**src/rtl/pc_pkg.sv**
```systemverilog
// Shared encodings for the next-PC unit: redirect modes and sequencer states.
package pc_pkg;

  typedef enum logic [1:0] {
    SEL_SEQ    = 2'd0,
    SEL_BRANCH = 2'd1,
    SEL_JUMP   = 2'd2,
    SEL_JREG   = 2'd3
  } next_sel_e;

  typedef enum logic {
    RUN  = 1'b0,
    HOLD = 1'b1
  } pc_state_e;

endpackage

```
**src/rtl/pc_target_calc.sv**
```systemverilog
// Combinational target calculation from the current PC: sequential, branch,
// jump and register targets plus the register-jump misalignment flag.
module pc_target_calc
  import pc_pkg::*;
#(
  parameter int WIDTH        = 32,
  parameter int IMM_WIDTH    = 16,
  parameter int JIDX_WIDTH   = 26,
  parameter int OFFSET_SHIFT = 2,
  parameter int INSTR_BYTES  = 4
) (
  input  logic [WIDTH-1:0]      i_pc,
  input  next_sel_e             i_sel,
  input  logic                  i_branch_taken,
  input  logic [IMM_WIDTH-1:0]  i_imm,
  input  logic [JIDX_WIDTH-1:0] i_jump_idx,
  input  logic [WIDTH-1:0]      i_reg_target,
  output logic [WIDTH-1:0]      o_pc_plus,
  output logic [WIDTH-1:0]      o_branch_target,
  output logic [WIDTH-1:0]      o_target,
  output logic                  o_misalign
);

  localparam logic [WIDTH-1:0] ALL_ONES  = {WIDTH{1'b1}};
  localparam logic [WIDTH-1:0] HIGH_MASK = ALL_ONES << (JIDX_WIDTH + OFFSET_SHIFT);
  localparam logic [WIDTH-1:0] LOW_MASK  = ~(ALL_ONES << OFFSET_SHIFT);

  logic [WIDTH-1:0] w_imm_ext;
  logic [WIDTH-1:0] w_jump_target;
  logic [WIDTH-1:0] w_jreg_target;

  assign w_imm_ext       = {{(WIDTH-IMM_WIDTH){i_imm[IMM_WIDTH-1]}}, i_imm};
  assign o_pc_plus       = i_pc + WIDTH'(INSTR_BYTES);
  assign o_branch_target = o_pc_plus + (w_imm_ext << OFFSET_SHIFT);
  // Jump keeps the region bits of PC+INSTR_BYTES above the shifted index.
  assign w_jump_target   = (o_pc_plus & HIGH_MASK) | (WIDTH'(i_jump_idx) << OFFSET_SHIFT);
  assign w_jreg_target   = i_reg_target & ~LOW_MASK;

  // Target mux and misalignment detection for the requested mode.
  always_comb begin
    o_target   = o_pc_plus;
    o_misalign = 1'b0;
    case (i_sel)
      SEL_SEQ:    o_target = o_pc_plus;
      SEL_BRANCH: o_target = i_branch_taken ? o_branch_target : o_pc_plus;
      SEL_JUMP:   o_target = w_jump_target;
      SEL_JREG: begin
        o_target   = w_jreg_target;
        o_misalign = |(i_reg_target & LOW_MASK);
      end
      default: begin
        o_target   = o_pc_plus;
        o_misalign = 1'b0;
      end
    endcase
  end

endmodule

```
**src/rtl/pc_next_unit.sv**
```systemverilog
// Program counter owner: PC register, one-entry redirect buffer held across
// stalls, sticky misalignment flag and a wrapping update counter.
module pc_next_unit
  import pc_pkg::*;
#(
  parameter int              WIDTH        = 32,
  parameter int              IMM_WIDTH    = 16,
  parameter int              JIDX_WIDTH   = 26,
  parameter int              OFFSET_SHIFT = 2,
  parameter int              INSTR_BYTES  = 4,
  parameter logic [WIDTH-1:0] RESET_PC    = '0,
  parameter int              CNT_WIDTH    = 32
) (
  input  logic                  Clk,
  input  logic                  Reset_n,
  input  logic                  Stall,
  input  logic                  RedirValid,
  input  logic [1:0]            NextSel,
  input  logic                  BranchTaken,
  input  logic [IMM_WIDTH-1:0]  Imm,
  input  logic [JIDX_WIDTH-1:0] JumpIdx,
  input  logic [WIDTH-1:0]      RegTarget,
  input  logic                  ClearFault,
  output logic [WIDTH-1:0]      PC,
  output logic [WIDTH-1:0]      PCPlus,
  output logic [WIDTH-1:0]      BranchTarget,
  output logic                  PendingRedir,
  output logic                  Misaligned,
  output logic [CNT_WIDTH-1:0]  UpdateCount
);

  pc_state_e            r_state;
  logic [WIDTH-1:0]     r_pc;
  logic [WIDTH-1:0]     r_buf;
  logic                 r_pend;
  logic                 r_mis;
  logic [CNT_WIDTH-1:0] r_cnt;

  pc_state_e            w_state_d;
  logic [WIDTH-1:0]     w_pc_d;
  logic [WIDTH-1:0]     w_buf_d;
  logic                 w_pend_d;
  logic                 w_mis_d;
  logic [CNT_WIDTH-1:0] w_cnt_d;
  logic [WIDTH-1:0]     w_target;
  logic                 w_misalign;

  pc_target_calc #(
    .WIDTH        (WIDTH),
    .IMM_WIDTH    (IMM_WIDTH),
    .JIDX_WIDTH   (JIDX_WIDTH),
    .OFFSET_SHIFT (OFFSET_SHIFT),
    .INSTR_BYTES  (INSTR_BYTES)
  ) u_target_calc (
    .i_pc            (r_pc),
    .i_sel           (next_sel_e'(NextSel)),
    .i_branch_taken  (BranchTaken),
    .i_imm           (Imm),
    .i_jump_idx      (JumpIdx),
    .i_reg_target    (RegTarget),
    .o_pc_plus       (PCPlus),
    .o_branch_target (BranchTarget),
    .o_target        (w_target),
    .o_misalign      (w_misalign)
  );

  // Next-state logic; targets are captured from the current PC and never recomputed.
  always_comb begin
    w_state_d = r_state;
    w_pc_d    = r_pc;
    w_buf_d   = r_buf;
    w_pend_d  = r_pend;
    w_cnt_d   = r_cnt;
    case (r_state)
      RUN: begin
        if (!Stall) begin
          w_pc_d  = RedirValid ? w_target : PCPlus;
          w_cnt_d = r_cnt + CNT_WIDTH'(1);
        end else if (RedirValid) begin
          w_buf_d   = w_target;
          w_pend_d  = 1'b1;
          w_state_d = HOLD;
        end else begin
          w_state_d = RUN;
        end
      end
      HOLD: begin
        if (Stall) begin
          w_buf_d = RedirValid ? w_target : r_buf;
        end else begin
          w_pc_d    = RedirValid ? w_target : r_buf;
          w_pend_d  = 1'b0;
          w_cnt_d   = r_cnt + CNT_WIDTH'(1);
          w_state_d = RUN;
        end
      end
      default: begin
        w_state_d = RUN;
        w_pend_d  = 1'b0;
      end
    endcase
    // Every accepted request captures its target somewhere, so set wins over clear.
    if (RedirValid && w_misalign) begin
      w_mis_d = 1'b1;
    end else if (ClearFault) begin
      w_mis_d = 1'b0;
    end else begin
      w_mis_d = r_mis;
    end
  end

  // State registers with asynchronous reset that also discards any buffered redirect.
  always_ff @(posedge Clk or negedge Reset_n) begin
    if (!Reset_n) begin
      r_state <= RUN;
      r_pc    <= RESET_PC;
      r_buf   <= '0;
      r_pend  <= 1'b0;
      r_mis   <= 1'b0;
      r_cnt   <= '0;
    end else begin
      r_state <= w_state_d;
      r_pc    <= w_pc_d;
      r_buf   <= w_buf_d;
      r_pend  <= w_pend_d;
      r_mis   <= w_mis_d;
      r_cnt   <= w_cnt_d;
    end
  end

  assign PC           = r_pc;
  assign PendingRedir = r_pend;
  assign Misaligned   = r_mis;
  assign UpdateCount  = r_cnt;

endmodule

```
**config.mk**
```make
export PLATFORM = sky130hd
export DESIGN_NAME = pc_next_unit
export DESIGN_NICKNAME = d
export VERILOG_FILES = /design/src/rtl/pc_pkg.sv /design/src/rtl/pc_target_calc.sv /design/src/rtl/pc_next_unit.sv
export SDC_FILE = /design/constraint.sdc
export NUM_CORES = 1
export LEC_CHECK = 0
export BUFFER_PORTS_ARGS = -buffer_cell sky130_fd_sc_hd__buf_2
export CELL_PAD_IN_SITES_DETAIL_PLACEMENT = 0
export CELL_PAD_IN_SITES_GLOBAL_PLACEMENT = 2
export CORE_ASPECT_RATIO = 1.25
export CORE_UTILIZATION = 30
export DETAILED_ROUTE_END_ITERATION = 10
export HOLD_SLACK_MARGIN = 0.05
export MAX_ROUTING_LAYER = met4
export PLACE_DENSITY = 0.88
export RECOVER_POWER = 25
export SETUP_SLACK_MARGIN = 0.02
export SYNTH_ARGS = -nofsm -noshare
export SYNTH_HDL_FRONTEND = slang
export SYNTH_HIERARCHICAL = 1
export SYNTH_SLANG_ARGS = --single-unit
```
**constraint.sdc**
```tcl
create_clock -name Clk -period 9.7 [get_ports Clk]
set_clock_uncertainty 0.15 [all_clocks]
set_input_delay 1.94 -clock Clk [delete_from_list [all_inputs] [get_ports Clk]]
set_output_delay 1.94 -clock Clk [all_outputs]
set_load 0.01 [all_outputs]
```
**Word level (Yosys, flattened, before mapping)**

Index checks and enable logic that the tools add are counted.
W data, S select, Z words.

- Register bits: 99
- Bits of input ports: 82
- Logic and storage cells: 44

- Add/subtract/negate cells: 3
- Equal/unequal tests: 7
- Muxes and demuxes: 20
- Bitwise gates (word level): 2
- Reductions and logical operators: 6

Operator list:

| kind | number |
|---|---|
| $mux W32 | 7 |
| $pmux W32 S4 | 1 |
| $pmux W32 S2 | 1 |
| $add A32 B1 Y32 const B | 1 |
| $add A32 B3 Y32 const B | 1 |
| $add A32 B32 Y32 | 1 |
| $or A32 B28 Y32 | 1 |
| $mux W1 | 9 |
| $ne A2 B2 Y1 const B | 4 |
| $eq A2 B2 Y1 const B | 2 |
| $pmux W1 S2 | 2 |
| $reduce_and A3 Y1 | 1 |
| $eq A2 B1 Y1 const B | 1 |
| $logic_not A2 Y1 | 1 |
| $reduce_and A2 Y1 | 1 |
| $reduce_bool A2 Y1 | 1 |
| $reduce_or A2 Y1 | 1 |
| $logic_and A1 B1 Y1 | 1 |
| $not A1 Y1 | 1 |

**Depth between registers and ports, before layout**

Gate-level depths: netlist of the first run.

- Depth in word-level cells: 7
- Gate-level depth with buffers: 17
- Depth with buffers taken out: 16

**Hierarchy**

Netlist of the first run, hierarchy kept.

By module, submodules not included:

| module | times used | cells an instance | area an instance (sq um) | seq. area each (sq um) |
|---|---|---|---|---|
| pc_next_unit | 1 | 412 | 4533.1 | 2477.4 |
| pc_target_calc | 1 | 481 | 3246.9 | 0.0 |

**Worst setup path after synthesis of the first run**

No wires, ideal clock.

- Path type: input -> output
- From: in Imm[0]
- To: out BranchTarget[28]
- Arrival: 4.000 ns
- Setup slack: 3.610 ns
- Stages on the path: 11
- Buffers on the path: 0
- Cell sequence: ha_1 > inv_1 > fa_1 > nor2b_1 > o21a_1 > o21ai_0 > a21o_1 > a32o_1 > o21ba_2 > o21ai_0 > xor2_1

- Word-level cells in the longest chain between the ends: 1

Ends and longest elaborated chain:

| what | line | text |
|---|---|---|
| from (decl) | pc_next_unit.sv:20 | `input logic [IMM_WIDTH-1:0] Imm,` |
| $add A32 B32 Y32 | pc_target_calc.sv:34 | `assign o_branch_target = o_pc_plus + (w_imm_ext << OFFSET_SHIFT);` |
| to (decl) | pc_next_unit.sv:26 | `output logic [WIDTH-1:0] BranchTarget,` |

Every way passes these cells.

**Worst setup path after layout of the first run**

- From: reg r_pc[4] (netlist: PC[4])
- To: out BranchTarget[30]

- Word-level cells in the longest chain between the ends: 2

Ends and longest elaborated chain:

| what | line | text |
|---|---|---|
| from (decl) | pc_next_unit.sv:33 | `logic [WIDTH-1:0] r_pc;` |
| from (signal assigned) | pc_next_unit.sv:123 | `r_pc <= w_pc_d;` |
| $add A32 B3 Y32 | pc_target_calc.sv:33 | `assign o_pc_plus = i_pc + WIDTH'(INSTR_BYTES);` |
| $add A32 B32 Y32 | pc_target_calc.sv:34 |  |

Every way passes these cells.

==> impl_metrics.tcl, run 1 <==
set metrics [dict create \
    peakVddDrop_uv 91.8 \
    violations "max-capacitance violations, max-slew violations" \
    antenna_cells 0 \
    routed-via-count 7184 \
    detail-route-antenna-nets 0 \
    dp_hpwl_mm 19.5 \
    grt_first_pass_wirelength_mm 39.8 \
    coreArea_sq_um 25400 \
    min_period_over_period_pct 67.8 \
    ios 212 \
    synth_edf_count 0 \
    drive_above_1_share_pct 23.9 \
    fin_tns_setup_ns 0 \
    dieArea_sq_um 26600 \
    grt_start_max_net_pins 74 \
    grt.total_usage_pct 19.8 \
    portBuffers 211 \
    start_util_pct 30.7 \
    worstSkewPairLatency_ns 0.34 \
    synth_seq_cells 99 \
    ys.warnings.count 6 \
    synthesis.instances 893 \
    worst_slew_pin_slew_ns 2.77 \
    critical_path_class "reg2out" \
    crit_fanout 7 \
    rsz0062_at_grt "no" \
    antenna_found_initial 0 \
    drt_wl_total_mm 25.5 \
    worstPathArrival_ns 4.48 \
    p_per_area_nw_per_um2 187 \
    async_flop_share_pct 100 \
    synth_area_sq_um 7780 \
    max_cap_viol_count 2 \
    power.switching_uw 733 \
    gp_congestion 0.894 \
    cts_setup_buffers 0 \
    fin_crit_ns 6.57 \
    grt_overflow 0 \
    ys.flop_type "dfrtp_1" \
    clk_pin_slew_ns 0.07 \
    layout_common_cells "181 x buf_2, 109 x nand2_1, 98 x dfrtp_1, 77 x nor2_1, 72 x a21oi_1" \
    drt_first_pass_iters 5 \
    routedWlPerCell_um 18.1 \
    drc 0 \
    nNetsFinal 1194 \
    synth_fp_nets 1013 \
    final-max-slew-violation-count 120 \
    cp_data_required_time_ns 7.61 \
    via_per_inst 5.08 \
    endpoint "BranchTarget[30]" \
    seq_area_frac_synth_pct 31.8 \
    clock-root-buffer "clkbuf_16" \
    r2r_start "PC[4]" \
    cts_tree "built" \
    holdBufCountCts 0 \
    end_kind "primary output" \
    r2r-end "PC[30]" \
    syn_to_final_growth_pct 19.0 \
    num_rows 65 \
    startpoint "PC[4]" \
    intPower_uw 1000 \
    switching_share_pct 42.3 \
    hp-class "reg2reg" \
    relSlewSlack_pct -84.9 \
    avgSynthCellArea_sq_um 8.71 \
    die_h_um 182 \
    p_leak_uw 0.00430 \
    cts.sinks 99 \
    cts_max_level 3 \
    start_kind "flop" \
    status "complete, but fails checks" \
    clock.fmax_mhz 152 \
    setup_ws_ns 3.13 \
    p_clk_share_pct 19.1 \
    ys_types 66 \
    numCtsBuffers 9 \
    cts_buffer_depth 2 \
    ff2ff_path_depth 16 \
    grt_pass1_vias 7012 \
    hold_violations 0 \
    first_iter_violations 372 \
    p_seq_share_pct 32.7 \
    setup_viol 0 \
    die-width_um 146 \
    reg2reg_slack_ns 4.72 \
    pre_cts_slack_ns 3.18 \
    final_common_cell "buf_2" \
    cts.repair.resized 0 \
    comb_power_share_pct 48.2 \
]
[registers in the layout, indices dropped and copies added (netlist names)]
register / count
r_buf: 32
Misaligned: 1
PendingRedir: 1
UpdateCount: 32
PC: 32
r_state: 1
[Yosys cell counts, types with 6 or more instances]
master,count,area (sq um)
nor4_1,6,37.5
a21oi_1,72,360
and3_1,11,68.8
nand3_1,28,140
ha_1,37,463
buf_2,8,40.0
inv_1,17,63.8
nand2_1,109,409
dfrtp_1,99,2480
xor2_1,24,210
xnor2_1,64,561
clkbuf_1,24,90.1
a21o_1,8,60.1
o21ai_0,65,325
mux2i_1,62,621
nor2b_1,9,56.3
nor3_1,10,50.1
nand4_1,18,113
a31oi_1,10,62.6
o21a_1,11,82.6
mux2_2,35,394
nor2_1,77,289
[area by class of cell]
class | count | area, sq um
Clock inverter | 5 | 30.0
Sequential cell | 99 | 2480
Multi-Input combinational cell | 730 | 4970
Inverter | 17 | 63.8
Tap cell | 335 | 419
Fill cell | 2696 | 16100
Clock buffer | 11 | 233
Timing Repair Buffer | 217 | 1060
[critical path, cell delays in order, from the launching register on]
cell	delay, ns
dfrtp_1	0.46
and4_1	0.29
nand4_1	0.33
nor2_1	0.37
nand3_1	0.14
xnor2_1	0.50
ha_1	0.37
a21oi_1	0.22
o21a_1	0.20
o21ai_0	0.09
a31oi_1	0.38
nand3_1	0.13
a31oi_1	0.30
xnor2_1	0.18
buf_2	0.17
[layer usage]
layer	wire length (um)	GRT usage, %	part of all wire [%]	vias to the layer above
li1	-	-	-	3556
met1	11000	23.6	43	3390
met2	12700	34.5	50	211
met3	1340	3.32	5.2	27
met4	495	5.21	1.9	0
met5	0	-	0	-
[metrics by stage]
stage | cell area, sq um | power, uW | utilization [%] | instances | hold slack [ns]
floorplan | 7780 | 1100 | - | 893 | 0.329
global placement | 9050 | 1420 | 35.7 | 1398 | 0.309
detailed placement | 9050 | 1420 | 35.7 | 1398 | 0.313
CTS | 9320 | 1760 | 36.7 | 1414 | 0.323
global route | 9260 | 1860 | 36.5 | 1414 | 0.365
finish | 9260 | 1730 | 36.5 | 1414 | 0.325
[kinds of logic after synthesis]
| logic type | synth area share [%] |
|---|---|
| adder cells (fa/ha/maj) | 6.21 |
| XOR/XNOR | 9.91 |
| buffers and inverters | 4.04 |
| AO/OA/AOI/OAI | 16.0 |
| multiplexers | 13.0 |
| flip-flops | 31.8 |
| AND/OR/NAND/NOR | 19.0 |
[worst min-delay path by stage]
| stage | cells past startpoint | from | slack, ns | endpoint |
|---|---|---|---|---|
| after global routing | 1 | r_buf[27] | 0.37 | r_buf[27] |
| final | 1 | UpdateCount[31] | 0.33 | UpdateCount[31] |
| after detailed placement | 1 | UpdateCount[31] | 0.31 | UpdateCount[31] |
| after floorplan | 1 | r_buf[0] | 0.33 | r_buf[0] |
| after global placement | 1 | UpdateCount[31] | 0.31 | UpdateCount[31] |
| after CTS | 1 | UpdateCount[31] | 0.32 | UpdateCount[31] |
[power groups by stage]
stage               clock network (uW)  registers (uW)  logic, uW
finish                             331             566        836
global placement                     0             571        844
floorplan                            0             572        524
global route                       360             579        921
CTS                                344             568        850
detailed placement                   0             575        846
Note: power is estimated with default switching activity, not from simulation.
==> run 2, diff against run 1 <==
Settings changed: CORE_UTILIZATION 30 to 28, PLACE_DENSITY 0.88 to 0.87.
Clock period 9.7 ns to 5.7 ns, I/O delays scaled along.
==> run 2 against run 1 <==
The flow still finishes with violations (max-capacitance violations, max-slew violations); clock-buffer cell count is 1 higher; register-to-register slack worse by 3.6 ns; die area is 7.1% higher; cell count is 2.5% higher; routed wire length is 6.1% higher; non-clock buffer count is 23 higher; via count is 3.2% higher; highest routed layer unchanged; first-iteration DRC count is 12% lower; global-route usage hardly changed; sequential share of layout area is 0.91 points lower; sequential power is 70% higher.
==> impl_metrics.tcl, run 2 (synthesized netlist as in run 1, its figures left out) <==
set metrics [dict create \
    status "complete, but fails checks" \
    violations "max-capacitance violations, max-slew violations" \
    grt_first_pass_wirelength_mm 41.6 \
    via_per_inst 5.11 \
    drc 0 \
    dieArea_sq_um 28500 \
    drt_wl_total_mm 27.1 \
    clock.fmax_mhz 183 \
    hold_slack_ns 0.318 \
    hp-class "reg2reg" \
    final-max-slew-violation-count 130 \
    relSlewSlack_pct -120 \
    portBuffers 211 \
    gp_congestion 0.897 \
    fillers 2849 \
    hold_violations 0 \
    cts_tree "built" \
    clock-root-buffer "clkbuf_16" \
    cts_buffer_depth 2 \
    start_util_pct 28.7 \
    die_h_um 188 \
    end_kind "primary output" \
    grt_overflow 0 \
    peakVddDrop_uv 158 \
    grt_start_max_net_pins 74 \
    setup_viol 0 \
    nNetsFinal 1217 \
    cts_max_level 3 \
    numCtsBuffers 9 \
    num_rows 67 \
    crit_fanout 6 \
    worstPathArrival_ns 4.19 \
    p_leak_uw 0.00452 \
    grt_pass1_vias 7299 \
    drt_first_pass_iters 4 \
    fin_crit_ns 5.48 \
    ios 212 \
    syn_to_final_growth_pct 23.2 \
    p_seq_share_pct 30.9 \
    clk_pin_slew_ns 0.07 \
    coreArea_sq_um 27100 \
    p_per_area_nw_per_um2 326 \
    slowest_delay_ns 0.47 \
    comb_power_share_pct 48.0 \
    switching_share_pct 41.7 \
    worst_path_max_delay_cell "dfrtp_1" \
    final_common_cell "buf_2" \
    critical_path_class "reg2out" \
    drive_above_1_share_pct 27.6 \
    cts.sinks 99 \
    first_iter_violations 329 \
    intPower_uw 1820 \
    die-width_um 151 \
    cp_data_required_time_ns 4.41 \
    routedWlPerCell_um 18.7 \
    start_kind "flop" \
    worstSkewPairLatency_ns 0.36 \
    dp_hpwl_mm 20.8 \
    rsz0062_at_grt "no" \
    worst_slew_pin_slew_ns 3.30 \
    power.switching_uw 1300 \
    antenna_found_initial 3 \
    fin_area_sq_um 9580 \
    layout_common_cells "191 x buf_2, 109 x nand2_1, 98 x dfrtp_1, 75 x nor2_1, 72 x a21oi_1" \
    p_clk_share_pct 21.1 \
    fin_tns_setup_ns 0 \
    min_period_over_period_pct 96.1 \
    holdBufCountCts 0 \
    worstPathCellList "nand3_2, or3_4, nor4_1, buf_4, nand2_1, xnor2_1, ha_1, nand2_1, nor3_2, a41oi_1, a21oi_1, a31oi_1, xnor2_1, buf_2" \
    detail-route-antenna-nets 0 \
    grt.total_usage_pct 19.8 \
    max_cap_viol_count 2 \
    routed-via-count 7416 \
    place_area_sq_um 9220 \
]
[run 2: cell count changes in the layout (fill, tap and decap cells not counted), moves of 3 or more]
cell,previous run,this run
xnor2_2,0,4
clkbuf_1,33,22
xnor2_1,64,60
buf_2,181,191
diode_2,0,3
buf_4,5,28
clkinv_2,3,0
[run 2: timing repair]
action	CTS	global route
endpoints found under the setup margin	0	9
gates resized for setup	0	12
buffers inserted	0	2
[run 2: power by group through the flow]
stage          logic [uW]  registers (uW)  clock network (uW)
6_report             1500             964                 659
5_1_grt              1650             987                 711
4_1_cts              1500             965                 683
3_5_place_dp         1500             978                   0
3_3_place_gp         1490             970                   0
2_1_floorplan         891             974                   0
[run 2: final timing paths]
path | startpoint | end | slack [ns] | cells after the start
min | UpdateCount[31] | UpdateCount[31] | 0.32 | 1
max reg2reg | PC[9] | PC[29] | 1.10 | 16
max | PC[9] | BranchTarget[30] | 0.22 | 14
min in group asynchronous | Reset_n | UpdateCount[9] | 1.73 | 1
max in group asynchronous | Reset_n | r_state | 1.57 | 1
min reg2reg | UpdateCount[31] | UpdateCount[31] | 0.32 | 1
[run 2: critical path, delay by kind of cell, from the launching register on]
kind / cells / cell delay [ns]
fa+ha+maj: 1 / 0.34
xor+xnor: 2 / 0.67
compound gates: 3 / 0.50
flops: 1 / 0.47
buf+inv: 2 / 0.39
simple gates: 6 / 1.48
[run 2: area by class of cell]
type | instances | area (sq um) | share of cell area, %
antenna | 3 | 7.51 | 0.0783
clock buffer | 12 | 256 | 2.68
clock inverter | 4 | 56.3 | 0.588
inverter | 17 | 63.8 | 0.666
multi-input combinational | 730 | 5040 | 52.6
sequential | 99 | 2480 | 25.9
tap | 345 | 432 | 4.50
timing repair buffer | 240 | 1240 | 13.0
[run 2: metal layers]
layer  wire, um  vias to the layer above  GRT usage (%)
li1           -                     3609              -
met1      11400                     3541           23.4
met2      13300                      232           32.9
met3       1750                       34           4.87
met4        620                        0           5.88
met5          0                        -              -
[run 2: per-stage QoR]
step	util (%)	worst slack (ns)	std cells	total power, uW
3_5_place_dp	34.1	0.493	1429	2470
4_1_cts	35.2	0.0642	1445	3150
6_report	35.4	0.222	1450	3120
2_1_floorplan	-	1.03	893	1860
5_1_grt	35.4	0.00126	1450	3340
3_3_place_gp	34.1	0.483	1429	2460
==> run 3, diff against run 2 <==
--- a/config.mk
+++ b/config.mk
@@ -9,5 +9,5 @@
 export CELL_PAD_IN_SITES_DETAIL_PLACEMENT = 0
 export CELL_PAD_IN_SITES_GLOBAL_PLACEMENT = 2
-export CORE_ASPECT_RATIO = 1.25
+export CORE_ASPECT_RATIO = 0.75
 export CORE_UTILIZATION = 28
 export DETAILED_ROUTE_END_ITERATION = 10
==> constraint.sdc (replaced) <==
create_clock -name Clk -period 5.7 [get_ports Clk]
set_clock_uncertainty 0.15 [all_clocks]
set_input_delay 0.57 -clock Clk [delete_from_list [all_inputs] [get_ports Clk]]
set_output_delay 0.57 -clock Clk [all_outputs]
set_load 0.01 [all_outputs]
==> run 3 against run 2 <==
The run still ends with max-capacitance violations, max-slew violations left; final area decreased by 2.0%; clock-buffer cell count down 3; hold slack worse by 0.064 ns; first-iteration DRC count rose by 61%; sequential power is essentially flat; total power down 2.1%; sequential share of layout area is 0.52 points higher; flip-flop and latch count did not move; via count decreased by 0.19%; clock power fell by 3.5%; cell count down 0.83%; critical path type unchanged.
==> impl_metrics.tcl, run 3 (synthesized netlist as in run 1, its figures left out) <==
set metrics [dict create \
    holdPathEnd "Misaligned" \
    max_cap_viol_count 3 \
    drt_wl_total_mm 27.5 \
    cts_max_level 3 \
    hp-class "in2reg" \
    grt_pass1_vias 6988 \
    dieArea_sq_um 28500 \
    num_rows 52 \
    worstSkewPairLatency_ns 0.37 \
    hold_slack_ns 0.254 \
    path_depth 12 \
    setup_viol 0 \
    status "complete, but fails checks" \
    top_layer_used "met4" \
    met2_length_mm 11.4 \
    antenna_found_initial 0 \
    final_common_cell "buf_2" \
    coreArea_sq_um 27100 \
    cts_buffer_depth 2 \
    wl_met3_mm 1.90 \
    wl_met1_mm 13.9 \
    routedWlPerCell_um 19.1 \
    r2r-end "r_buf[30]" \
    critical_path_class "reg2out" \
    worst_slew_pin_slew_ns 3.48 \
    fillers 2840 \
    grt.total_usage_pct 20.0 \
    start_kind "flop" \
    start_util_pct 28.7 \
    min_period_over_period_pct 92.3 \
    crit_top_cell "a21o_1" \
    worst_path_max_delay_cell "xnor2_1" \
    ff2ff_path_depth 13 \
    hold_depth 2 \
    syn_to_final_growth_pct 20.7 \
    clk_pin_slew_ns 0.08 \
    drc 0 \
    hold_violations 0 \
    p_per_area_nw_per_um2 325 \
    routed-via-count 7402 \
    cts_tree "built" \
    rsz0062_at_grt "no" \
    reg2reg_slack_ns 0.91 \
    portBuffers 211 \
    layout_common_cells "196 x buf_2, 109 x nand2_1, 98 x dfrtp_1, 76 x nor2_1, 72 x a21oi_1" \
    pre_cts_slack_ns 0.751 \
    grt_overflow 0 \
    violations "max-capacitance violations, max-slew violations" \
    p_leak_uw 0.00443 \
    first_iter_violations 531 \
    dp_hpwl_mm 20.7 \
    die_h_um 146 \
    r2r_start "PC[4]" \
    cts_setup_buffers 0 \
    antenna_cells 0 \
    drive_above_1_share_pct 26.2 \
    hold_start "ClearFault" \
    total_power_uw 3060 \
    fin_tns_setup_ns 0 \
    numCtsBuffers 9 \
    critPathBufInv 1 \
    gp_congestion 0.920 \
    drt_first_pass_iters 6 \
    peakVddDrop_uv 151 \
    grt_first_pass_wirelength_mm 42.4 \
    detail-route-antenna-nets 0 \
    cp_data_required_time_ns 4.98 \
    clock-root-buffer "clkbuf_16" \
    cpLargestDelayFamily "simple AND/OR/NAND/NOR gates" \
    die-width_um 194 \
    grt_start_max_net_pins 68 \
    fin_crit_ns 5.26 \
    end_kind "primary output" \
    ios 212 \
    worstPathCellList "and4_1, nand4_1, xnor2_1, ha_1, a21o_1, a21o_1, a21o_1, nor4_1, a21oi_1, a31oi_1, xnor2_1, buf_2" \
    worstPathArrival_ns 4.54 \
    final-max-slew-violation-count 138 \
    relSlewSlack_pct -132 \
    clock.fmax_mhz 190 \
    setup_ws_ns 0.439 \
    slowest_delay_ns 0.62 \
    via_per_inst 5.15 \
    cts.sinks 99 \
    crit_fanout 7 \
    nNetsFinal 1202 \
]
[run 3: cell type report]
cell class | instances | area (sq um) | share of cell area (%)
flip-flops and latches | 99 | 2480 | 26.4
clock inverters | 7 | 67.6 | 0.719
multi-input cells | 730 | 4980 | 53.0
repair buffers | 225 | 1140 | 12.1
clock buffers | 9 | 225 | 2.40
well taps | 351 | 439 | 4.68
inverters | 17 | 63.8 | 0.679
[run 3: what timing repair did]
item	CTS	global route
hold buffers	0	0
setup endpoints to repair	0	1
gates resized for setup	0	2
[run 3: worst max-delay path by stage]
stage                     startpoint               end  slack, ns
after floorplan                PC[9]         r_buf[30]       1.51
after global routing           PC[4]  BranchTarget[30]       0.14
after global placement         PC[4]  BranchTarget[30]       0.85
final                          PC[4]  BranchTarget[30]       0.44
after CTS                      PC[5]  BranchTarget[31]       0.32
after detailed placement       PC[5]  BranchTarget[31]       0.75
[run 3: power by group]
group | leakage (uW) | switching [uW] | internal, uW
registers | 0.00126 | 135 | 828
clock network | 0.000145 | 327 | 309
logic | 0.00302 | 868 | 589
total | 0.00443 | 1330 | 1730
[run 3: through the flow]
stage               util [%]  cell area, sq um  cells
floorplan                  -              7780    893
global placement        33.7              9130   1422
detailed placement      33.7              9130   1422
CTS                     34.7              9430   1438
global route            34.6              9390   1438
finish                  34.6              9390   1438
[run 3: routing by layer]
layer  vias to the layer above  GRT usage [%]
met5                         -              -
met2                       253           28.0
li1                       3568              -
met3                        19           4.53
met4                         0           3.21
met1                      3562           29.3
